### config.mk
export PLATFORM = sky130hd
export DESIGN_NAME = frame_writer_arbiter
export DESIGN_NICKNAME = d
export VERILOG_FILES = /design/src/rtl/frame_writer_pkg.sv /design/src/rtl/frame_writer_arbiter_rr.sv /design/src/rtl/frame_writer_arbiter.sv
export SDC_FILE = /design/constraint.sdc
export NUM_CORES = 1
export LEC_CHECK = 0
export CAP_MARGIN = 10
export CORE_MARGIN = 2
export CORE_UTILIZATION = 55
export DETAILED_ROUTE_END_ITERATION = 6
export DONT_BUFFER_PORTS = 1
export PLACE_DENSITY = 0.73
export SYNTH_ARGS = -nofsm -noshare
export SYNTH_HDL_FRONTEND = slang
export SYNTH_SLANG_ARGS = --single-unit
### constraint.sdc
create_clock -name clk -period 3.9 [get_ports clk]
set_input_delay 0.78 -clock clk [delete_from_list [all_inputs] [get_ports clk]]
set_output_delay 0.78 -clock clk [all_outputs]
set_load 0.1 [all_outputs]
### src/rtl/frame_writer_pkg.sv
// Shared types for the frame-buffer write arbiter: frame-sequencing states and index sizing.
package frame_writer_pkg;

  typedef enum logic [1:0] {
    START,
    DRAW,
    FLUSH,
    SWAP_WAIT
  } state_t;

  // Width of a client index; never zero so a single-client build still has a port.
  function automatic int idx_width(input int n);
    return (n > 1) ? $clog2(n) : 1;
  endfunction

endpackage

### src/rtl/frame_writer_arbiter_rr.sv
// Round-robin pick among N requesters starting at ptr; combinational, one-hot grant plus winner index.
// No internal state: the caller owns the pointer and any backpressure.
module rr_arbiter
  import frame_writer_pkg::*;
#(
  parameter int N = 3,
  localparam int IW = idx_width(N)
) (
  input  logic [N-1:0]  req,
  input  logic [IW-1:0] ptr,
  output logic [N-1:0]  gnt,
  output logic [IW-1:0] idx
);

  logic [IW-1:0] cand;
  logic          found;

  always_comb begin
    gnt   = '0;
    idx   = '0;
    cand  = '0;
    found = 1'b0;
    for (int k = 0; k < N; k++) begin
      cand = IW'((int'(ptr) + k) % N);
      if (!found && req[cand]) begin
        found     = 1'b1;
        gnt[cand] = 1'b1;
        idx       = cand;
      end
    end
  end

endmodule

### src/rtl/frame_writer_arbiter.sv
// Sequences frames and shares the frame-buffer write port round-robin; grant is combinational,
// write lands one cycle after the transfer, and ce=0 freezes state while suppressing grants/pulses.
module frame_writer_arbiter
  import frame_writer_pkg::*;
#(
  parameter int HOR_ACTIVE_PIXELS = 640,
  parameter int VER_ACTIVE_PIXELS = 480,
  parameter int N_CLIENTS         = 3,
  localparam int WR_ADDR_WIDTH    = $clog2(HOR_ACTIVE_PIXELS * VER_ACTIVE_PIXELS)
) (
  input  logic                               clk,
  input  logic                               rst,
  input  logic                               ce,
  input  logic [N_CLIENTS-1:0]               client_req,
  input  logic [N_CLIENTS*WR_ADDR_WIDTH-1:0] client_addr,
  input  logic [N_CLIENTS-1:0]               client_data,
  input  logic [N_CLIENTS-1:0]               client_done,
  output logic [N_CLIENTS-1:0]               client_gnt,
  output logic                               start,
  output logic                               swap_req,
  input  logic                               swap_ack,
  output logic                               wr_en,
  output logic [WR_ADDR_WIDTH-1:0]           wr_addr,
  output logic                               wr_data,
  output logic                               oob_err
);

  localparam int IW = idx_width(N_CLIENTS);
  localparam int unsigned FRAME_PIXELS = HOR_ACTIVE_PIXELS * VER_ACTIVE_PIXELS;

  state_t                   state, state_nxt;
  logic [N_CLIENTS-1:0]     done_latch;
  logic [IW-1:0]            ptr, ptr_nxt;
  logic [N_CLIENTS-1:0]     arb_req;
  logic [IW-1:0]            win_idx;
  logic [WR_ADDR_WIDTH-1:0] win_addr;
  logic                     win_data;
  logic                     xfer;
  logic                     oob;

  rr_arbiter #(.N(N_CLIENTS)) u_rr (
    .req (arb_req),
    .ptr (ptr),
    .gnt (client_gnt),
    .idx (win_idx)
  );

  // A client that has reported done drops out of arbitration until the next frame.
  assign arb_req  = (state == DRAW && ce) ? (client_req & ~done_latch) : '0;
  assign xfer     = |client_gnt;
  assign win_addr = client_addr[win_idx*WR_ADDR_WIDTH +: WR_ADDR_WIDTH];
  assign win_data = client_data[win_idx];
  assign oob      = 32'(win_addr) >= FRAME_PIXELS;
  assign ptr_nxt  = (win_idx == IW'(N_CLIENTS - 1)) ? '0 : win_idx + IW'(1);

  always_ff @(posedge clk) begin
    if (rst)     state <= START;
    else if (ce) state <= state_nxt;
  end

  always_comb begin
    state_nxt = state;
    case (state)
      START:     state_nxt = DRAW;
      DRAW:      if (&(done_latch | client_done)) state_nxt = FLUSH;
      FLUSH:     state_nxt = SWAP_WAIT;
      SWAP_WAIT: if (swap_ack) state_nxt = START;
      default:   state_nxt = START;
    endcase
  end

  always_ff @(posedge clk) begin
    if (rst) begin
      start      <= 1'b0;
      swap_req   <= 1'b0;
      wr_en      <= 1'b0;
      wr_addr    <= '0;
      wr_data    <= 1'b0;
      oob_err    <= 1'b0;
      ptr        <= '0;
      done_latch <= '0;
    end else begin
      // Pulses are re-derived every cycle so a ce=0 cycle never repeats them.
      start <= ce && (state == START);
      wr_en <= xfer && !oob;
      if (ce) begin
        if (xfer) begin
          ptr <= ptr_nxt;
          if (oob) begin
            oob_err <= 1'b1;
          end else begin
            wr_addr <= win_addr;
            wr_data <= win_data;
          end
        end
        if (state == START)     done_latch <= '0;
        else if (state == DRAW) done_latch <= done_latch | client_done;
        if (state == FLUSH)                      swap_req <= 1'b1;
        else if (state == SWAP_WAIT && swap_ack) swap_req <= 1'b0;
      end
    end
  end

endmodule

==> results of run 1 <==
through the flow:
step,power [mW],hold slack (ns),util
finish,1.54,0.507,0.593
global route,1.62,0.534,0.593
CTS,1.54,0.508,0.593
detailed placement,1.22,0.500,0.563
global placement,1.22,0.501,0.563
floorplan,1.15,0.460,-
metal layers:
| layer | up-vias | routed length [microns] | global-route usage |
|---|---|---|---|
| met5 | - | 0 | 0 |
| met1 | 998 | 2360 | 0.283 |
| met2 | 84 | 2880 | 0.458 |
| met4 | 0 | 124 | 0.0850 |
| li1 | 1055 | - | - |
| met3 | 13 | 429 | 0.0724 |
power groups by stage:
stage,combinational [mW],clock (mW),sequential (mW)
after floorplan,0.416,0,0.733
after global placement,0.473,0,0.743
after detailed placement,0.475,0,0.745
after CTS,0.478,0.327,0.739
after global routing,0.529,0.342,0.746
final,0.483,0.321,0.737
synth_stat cells (4+ instances only):
master,count
nand4_1,11
o21ai_0,12
buf_2,5
nand2_1,56
a21oi_1,15
inv_1,11
dfxtp_1,31
nor2_1,28
nor3_1,4
o21ai_1,14
ha_1,8
a31oi_1,15
a211oi_1,4
nand3_1,11
clkbuf_1,10
registers in the layout (all words and copies together), names as in the netlist:
name and flops:
swap_req 1, wr_addr 19, done_latch 3, ptr 2, wr_en 1, wr_data 1, oob_err 1, start 1
state 2
path summary, 6_finish.rpt:
check	from	to	slack (ns)	depth (start not counted)
hold reg to reg	done_latch[0]	done_latch[0]	0.51	2
hold / removal	done_latch[0]	done_latch[0]	0.51	2
setup / recovery	ptr[0]	wr_addr[6]	0.38	10
setup reg to reg	ptr[0]	wr_addr[6]	0.38	10
worst reg2reg max path, cell delays in order (launching register included):
cell	delay, ns
dfxtp_1	0.39
inv_1	0.08
ha_1	0.45
and3_1	0.26
a211oi_2	0.29
and3_1	0.66
nand2_1	0.14
a31oi_2	0.35
o211ai_2	0.39
nand4_1	0.29
o21ai_1	0.09
logic make-up (layout without fill, tap and decap cells):
logic type / count (synthesis) / count (layout) / share of synthesized area
and+or+nand+nor: 133 / 133 / 0.305
muxes: 3 / 3 / 0.0134
adders and majority gates: 8 / 8 / 0.0446
DFF: 31 / 31 / 0.277
AOI/OAI and AO/OA: 89 / 89 / 0.296
buffers and inverters: 32 / 24 / 0.0647
repair_timing:
action / 4_1_cts / 5_1_grt
endpoints found under the setup margin: 0 / 1
endpoints found under the hold margin: 0 / 0
resized for setup: 0 / 0
area by class of cell:
type / count / share of cell area
Clock buffer: 6 / 0.0351
Sequential cell: 31 / 0.264
Timing Repair Buffer: 4 / 0.0128
Multi-Input combinational cell: 233 / 0.628
Tap cell: 50 / 0.0266
Inverter: 12 / 0.0191
Clock inverter: 2 / 0.0149
==> results.json, run 1 <==
{
  "io_pins": 97,
  "multi_input_area_sq_um": 1480,
  "crit_family": "simple AND/OR/NAND/NOR gates",
  "die-area_sq_um": 4610,
  "dp.cells": 330,
  "io_buffers": 0,
  "wl_per_cell_microns": 17.1,
  "setup_slack_ns": 0.378,
  "ant_nets": 0,
  "arrival_ns": 3.67,
  "cts_hold_buf": 0,
  "crit_path_max_incr_delay_ns": 0.66,
  "synth_flop_cell": "dfxtp_1",
  "switching_share": 0.524,
  "post_cts_buffers": 0,
  "p_int_mw": 0.734,
  "crit_type": "reg -> reg",
  "nNetsFinal": 365,
  "grt_overflow_total": 0,
  "root_buffer": "clkbuf_8",
  "clkPwrFrac": 0.208,
  "initialDrtViolationCount": 100,
  "min-delay-path-class": "reg -> reg",
  "final_cell_count_no_fill": 338,
  "ys_async_sr_fraction": 0,
  "cpMaxStageDelayCell": "and3_1",
  "finalHoldViolCount": 0,
  "layout_common_cells": "nand2_1 (56), dfxtp_1 (31), nor2_1 (28), a21oi_1 (15), a31oi_1 (15)",
  "final-setup-viol-count": 0,
  "crit_path_cell_trace": "inv_1 > ha_1 > and3_1 > a211oi_2 > and3_1 > nand2_1 > a31oi_2 > o211ai_2 > nand4_1 > o21ai_1",
  "post-route-min-period_ns": 3.52,
  "fin_tns_setup_ns": 0,
  "grt_use_total": 0.253,
  "dp_hpwl_microns": 4340,
  "wl_microns": 5800,
  "cts_buffers": 5,
  "seqCellArea_sq_um": 621,
  "first_pass_iters": 4,
  "switching_power_mw": 0.807,
  "viasPerCell": 6.36,
  "synth_fp_nets": 374,
  "cp-start-kind": "flip-flop",
  "synth_area_leaders": "dfxtp_1 (28%), nand2_1 (9.4%), nor2_1 (4.7%)",
  "drc": 0,
  "synth_area_per_cell_sq_um": 7.58,
  "final_max_slew_viol_count": 0,
  "crit_required_ns": 4.05,
  "relSlewSlack": 0.335,
  "finalCritPeriodShare": 0.903,
  "gp_congestion": 0.878,
  "yosys.area.top_type": "dfxtp_1",
  "worst_pin_slew_ns": 0.996,
  "rows": 23,
  "synth_cells": 296,
  "post-route-cell-area_sq_um": 2350,
  "tritoncts": "built",
  "h-tree-depth": 2,
  "final_common_cell": "nand2_1",
  "finClkSkew_ns": 0.00917,
  "fillCellCount": 381,
  "comb_power_share": 0.313,
  "clkLatencyLatePin_ns": 0.28,
  "die_y_microns": 67.9,
  "grt_pass1_vias": 1864,
  "synth.top_cell.area_share": 0.277,
  "start_util": 0.565,
  "grt_setup_unrepaired": "true",
  "pwr-share-seq": 0.479,
  "cp_num_buf_inv": 1,
  "maxCapViolCount": 0,
  "vias": 2150,
  "grt_pass1_wl_microns": 8780,
  "clock.fmax_mhz": 284,
  "syn_area_sq_um": 2240,
  "max-vdd-ir-drop_uv": 379,
  "synth-edff-count": 0,
  "cts_sinks": 31,
  "ys_ff_latch": 31,
  "critPathCaptureType": "flip-flop",
  "layout-drive-gt1-share": 0.132,
  "dpl-instance-area_sq_um": 2240,
  "clock_tree.buffer_depth": 2,
  "cp_common_cell": "and3_1",
  "antennaDiodeCount": 0,
  "yosysWarnings": 0,
  "antenna_found_initial": 0,
  "path_clk_slew_ns": 0.07,
  "preCtsSetupSlack_ns": 0.437,
  "power.density_nw_per_um2": 655,
  "synth_cell_types": 59,
  "grt_max_degree": 32,
  "core_area_sq_um": 3970,
  "crit_fanout": 18,
  "area_delta_synth_final_pct": 4.91,
  "die_w_microns": 67.9,
  "ys_seq_area_frac": 0.277,
  "status": "finished clean",
  "leakage_nw": 0.890
}
No activity file was read; power rests on OpenSTA's default activity.
==> run 2: changes to the inputs <==
- CTS_BUF_LIST: unset -> sky130_fd_sc_hd__clkbuf_8
- CTS_CLUSTER_SIZE: unset -> 14
==> results of run 2 <==
The final DEF is identical to that of run 1; final timing and power are the same.
